[src/rtl/rx_receiver.sv]
// Serial frame receiver: recovers a start/data/stop framed packet from a single
// wire, checks its CRC-16-CCITT and flags framing errors.
module rx_receiver #(
  parameter int unsigned CLKS_PER_BIT = 50,
  parameter int unsigned PACKET_W     = 136
) (
  input  logic                clk,
  input  logic                rst,
  input  logic                rx_line,
  output logic [PACKET_W-1:0] rx_packet,
  output logic                rx_valid,
  output logic                crc_ok,
  output logic                frame_err,
  output logic                busy
);

  localparam int unsigned CNT_W = $clog2(CLKS_PER_BIT);
  localparam int unsigned HALF  = CLKS_PER_BIT / 2;

  typedef enum logic [2:0] {
    IDLE,
    START,
    DATA,
    STOP,
    DONE,
    WAIT_HIGH
  } state_t;

  state_t              state;
  logic                sync_ff;
  logic                s_line;
  logic [CNT_W-1:0]    baud_cnt;
  logic [7:0]          bit_cnt;
  logic [15:0]         crc;
  logic [PACKET_W-1:0] shift_reg;

  // One serial step of CRC-16-CCITT (poly 0x1021, MSB first)
  function automatic logic [15:0] crc_step(input logic [15:0] c, input logic b);
    return {c[14:0], 1'b0} ^ ((c[15] ^ b) ? 16'h1021 : 16'h0000);
  endfunction

  always_ff @(posedge clk) begin
    if (rst) begin
      sync_ff   <= 1'b1;
      s_line    <= 1'b1;
      state     <= IDLE;
      baud_cnt  <= '0;
      bit_cnt   <= '0;
      crc       <= 16'hFFFF;
      shift_reg <= '0;
      rx_packet <= '0;
      rx_valid  <= 1'b0;
      crc_ok    <= 1'b0;
      frame_err <= 1'b0;
      busy      <= 1'b0;
    end else begin
      sync_ff   <= rx_line;
      s_line    <= sync_ff;
      rx_valid  <= 1'b0;
      frame_err <= 1'b0;
      case (state)
        IDLE: begin
          // The detection cycle counts as the first cycle of the half-bit wait
          if (!s_line) begin
            state    <= START;
            baud_cnt <= CNT_W'(1);
            busy     <= 1'b1;
          end
        end
        START: begin
          if (baud_cnt == CNT_W'(HALF - 1)) begin
            baud_cnt <= '0;
            if (!s_line) begin
              state   <= DATA;
              bit_cnt <= '0;
              crc     <= 16'hFFFF;
            end else begin
              state <= IDLE;
              busy  <= 1'b0;
            end
          end else begin
            baud_cnt <= baud_cnt + CNT_W'(1);
          end
        end
        DATA: begin
          if (baud_cnt == CNT_W'(CLKS_PER_BIT - 1)) begin
            baud_cnt  <= '0;
            shift_reg <= {shift_reg[PACKET_W-2:0], s_line};
            crc       <= crc_step(crc, s_line);
            if (bit_cnt == 8'(PACKET_W - 1)) begin
              state <= STOP;
            end else begin
              bit_cnt <= bit_cnt + 8'd1;
            end
          end else begin
            baud_cnt <= baud_cnt + CNT_W'(1);
          end
        end
        STOP: begin
          if (baud_cnt == CNT_W'(CLKS_PER_BIT - 1)) begin
            baud_cnt <= '0;
            if (s_line) begin
              state <= DONE;
            end else begin
              frame_err <= 1'b1;
              state     <= WAIT_HIGH;
            end
          end else begin
            baud_cnt <= baud_cnt + CNT_W'(1);
          end
        end
        DONE: begin
          rx_packet <= shift_reg;
          crc_ok    <= (crc == 16'h0000);
          rx_valid  <= 1'b1;
          busy      <= 1'b0;
          state     <= IDLE;
        end
        WAIT_HIGH: begin
          // Hold off until the line recovers so a stuck-low line cannot retrigger
          if (s_line) begin
            state <= IDLE;
            busy  <= 1'b0;
          end
        end
        default: begin
          state <= IDLE;
          busy  <= 1'b0;
        end
      endcase
    end
  end

endmodule

[config.mk]
export PLATFORM = sky130hd
export DESIGN_NAME = rx_receiver
export DESIGN_NICKNAME = d
export VERILOG_FILES = /design/src/rtl/rx_receiver.sv
export SDC_FILE = /design/constraint.sdc
export NUM_CORES = 1
export LEC_CHECK = 0
export CELL_PAD_IN_SITES_DETAIL_PLACEMENT = 1
export CELL_PAD_IN_SITES_GLOBAL_PLACEMENT = 2
export CORE_ASPECT_RATIO = 0.9
export CORE_MARGIN = 4
export CORE_UTILIZATION = 35
export DETAILED_ROUTE_END_ITERATION = 12
export PLACE_DENSITY = 0.82
export SLEW_MARGIN = 5
export SYNTH_ARGS = -nofsm -noshare
export SYNTH_HDL_FRONTEND = slang
export SYNTH_SLANG_ARGS = --single-unit
[constraint.sdc]
create_clock -name clk -period 5.56 [get_ports clk]
set_input_delay 0.556 -clock clk [delete_from_list [all_inputs] [get_ports clk]]
set_output_delay 0.556 -clock clk [all_outputs]
set_load 0.03 [all_outputs]
==> metrics.txt <==
NetSw=952 uW; Max-slew headroom=22.7%; full die area=34500 um2; CORE AREA=31000 um2; sequential fraction of design power=48.9%; clk slew on worst S/H paths=60 ps; vias in the first global route=9403; Cells after Synth=1381; detailed-placement wirelength estimate=16800 um; skew final=14.0 ps; Clk Latency, worst-skew pair=510 ps; Root Driver=clkbuf_16; Die Y=176 um; Cell Pwr Density=332 nW/um2; syn_area_per_cell=7.99 um2; most frequent cells in the layout=557 x nand2_1, 311 x dfxtp_1, 285 x a21oi_1, 141 x clkdlybuf4s50_1, 39 x clkbuf_16; Post CTS Setup Buffer Count=0; Crit. End Element=flop; Worst Max-Slew Pin Slew=1160 ps; yosys warns=0; Synth Register Bits=311; FF-to-FF setup slack=2360 ps; Area growth syn-to-layout=24.7%; CTS tree=done; CP max stage cell=and4_4; status=completed; commonest non-fill, non-tap cell in the layout=nand2_1; largest net degree at the start of global routing=110; GRT Total Usage=16.2%; row cnt=61; initial DRC count=463; DRC viols=0; worst r2r path cells=5; Post-Synthesis Cell Area=11000 um2; Largest stage delay, worst path=920 ps; gpl congestion=0.782; Clk pwr share=49.9%; final-report hold violation count=0; Final Util=44.4%; setup TNS=0 ps; largest fanout on the critical path=81; Critical Path, Cell by Cell=nor3b_2 -> and4_4 -> buf_4 -> a21oi_1 -> a211oi_1; Num CTS Buffers=37; WL final=28400 um; Post-Syn Nets=1388; gr ovfl total=0; leakage=4.38 nW; die width=195 um; clk buf depth=3; crit share post-route=57.5%; global-route wire length before repair=47900 um; initial antenna violation count=0; depth of the CTS H-tree=2; post-route cell area=13800 um2; Reg-to-Reg Start=state[1]$_SDFFE_PP0P_; Max VDD drop=0.171 mV; Pint=3.62 mW; Setup Crit Path Kind=reg -> reg; CP Launch Type=flop; combinational power share=1.2%; Synth cell types=49; Fillers=3695; hold path endpoint=s_line$_SDFF_PP1_; # IOs=143; hold crit path type=reg -> reg; max-cap viol count=0; Max Freq=0.313 GHz; Initial Util=35.6%; clk sink count=311; final setup fails=0; cts repair resizes=0; Sw Ratio=20.8%; First-pass DRT Iterations=4; nets@finish=1476; vias=9274; RSZ-0062 raised after global routing=false; Power Total=4.57 mW; r2r endpoint=bit_cnt[0]$_SDFFE_PP0P_; WL per Instance=14.9 um; share of cells above drive strength 1=4.90%; Hold Path Stages=1; # port buffers=142; cts-stage hold buffer count=0; placed instance area=12600 um2; Antenna Nets Post-Route=0; sequential share of the synthesized area=56.4%; Critical Path RT=5970 ps; WP data arrival=3600 ps; Ant. Diodes=0; hold path start=sync_ff$_SDFF_PP1_; Slew Viols, Final=0; Vias/cell=4.88; fin crit period=3200 ps
-- stage by stage --
step	cells	hold slack, ps	setup WS [ps]
floorplan	1381	389	3780
global placement	1839	400	2420
finish	1900	409	2360
CTS	1900	412	2330
detailed placement	1839	399	2350
global route	1900	437	2050
-- worst max path at each step --
stage | start | to | slack, ps | cells after the start
4_1_cts | state[1]$_SDFFE_PP0P_ | bit_cnt[0]$_SDFFE_PP0P_ | 2330 | 5
5_1_grt | state[1]$_SDFFE_PP0P_ | bit_cnt[0]$_SDFFE_PP0P_ | 2050 | 5
2_1_floorplan | baud_cnt[1]$_SDFFE_PP0P_ | crc[11]$_SDFFE_PP1P_ | 3780 | 8
6_report | state[1]$_SDFFE_PP0P_ | bit_cnt[0]$_SDFFE_PP0P_ | 2360 | 5
3_5_place_dp | state[1]$_SDFFE_PP0P_ | bit_cnt[0]$_SDFFE_PP0P_ | 2350 | 5
3_3_place_gp | state[1]$_SDFFE_PP0P_ | bit_cnt[0]$_SDFFE_PP0P_ | 2420 | 5
-- layout make-up --
type,instances,area (um2),share of cell area (%)
flip-flops and latches,311,6230,45.2
well taps,409,512,3.72
multi-input cells,966,4380,31.8
repair buffers,149,1480,10.7
inverters,4,15.0,0.109
clock buffers,56,1120,8.13
clock inverters,5,32.5,0.236
-- synthesized netlist by cell type, drive strengths merged --
| library cell | n | area share, % |
|---|---|---|
| ha | 4 | 0.45 |
| and3b | 1 | 0.079 |
| dfxtp | 311 | 56 |
| nor2b | 4 | 0.23 |
| inv | 4 | 0.14 |
| mux2i | 1 | 0.091 |
| and4 | 2 | 0.16 |
| o21ai | 8 | 0.36 |
| a211oi | 3 | 0.25 |
| nand2b | 3 | 0.17 |
| mux2 | 1 | 0.10 |
| a2bb2oi | 1 | 0.079 |
| clkbuf | 53 | 1.8 |
| nand4 | 2 | 0.11 |
| a311oi | 1 | 0.079 |
| nand2 | 559 | 19 |
| and3 | 5 | 0.28 |
| and2 | 1 | 0.057 |
| a21oi | 286 | 13 |
| nor4b | 1 | 0.14 |
| nor4 | 9 | 0.51 |
| buf | 47 | 2.2 |
| or3 | 1 | 0.057 |
| nor2 | 20 | 0.70 |
| a21o | 2 | 0.14 |
| nand3 | 8 | 0.36 |
| o311ai | 1 | 0.079 |
| o221ai | 1 | 0.079 |
| o211ai | 1 | 0.068 |
| a211o | 1 | 0.091 |
| o31ai | 2 | 0.14 |
| o22a | 14 | 1.1 |
| xor2 | 3 | 0.24 |
| or2 | 2 | 0.11 |
| o2111ai | 1 | 0.079 |
| o32ai | 2 | 0.16 |
| a31oi | 4 | 0.23 |
| or4 | 1 | 0.068 |
| nor3 | 6 | 0.27 |
| nor3b | 1 | 0.11 |
| xnor2 | 3 | 0.24 |
-- critical path, delay by kind of cell, from the launching register on --
kind | cells | cell delay [ps]
DFF | 1 | 580
and+or+nand+nor | 2 | 1400
AOI/OAI and AO/OA | 2 | 400
buffers and inverters | 1 | 660
-- layer usage --
layer	global-route usage [%]	vias to the layer above	share of wire, %
li1	-	4705	-
met1	21.7	4411	48
met3	3.72	33	4.7
met2	26.7	125	45
met4	4.01	0	1.6
met5	0	-	0
-- power groups by stage --
stage          Combinational (mW)  Clock [mW]  Sequential (mW)
2_1_floorplan              0.0430           0             2.28
5_1_grt                    0.0617        2.47             2.23
3_3_place_gp               0.0562           0             2.28
4_1_cts                    0.0559        2.37             2.23
6_report                   0.0547        2.29             2.24
3_5_place_dp               0.0556           0             2.28
-- kinds of logic after synthesis --
family,Yosys count,synth area share (%)
xor gates and xnor gates,6,0.476
muxes,2,0.193
DFF,311,56.4
adders and majority gates,4,0.453
buffers and inverters,104,4.12
AOI/OAI and AO/OA,328,15.9
and+or+nand+nor,626,22.4
No activity file was read; power rests on OpenSTA's default activity.
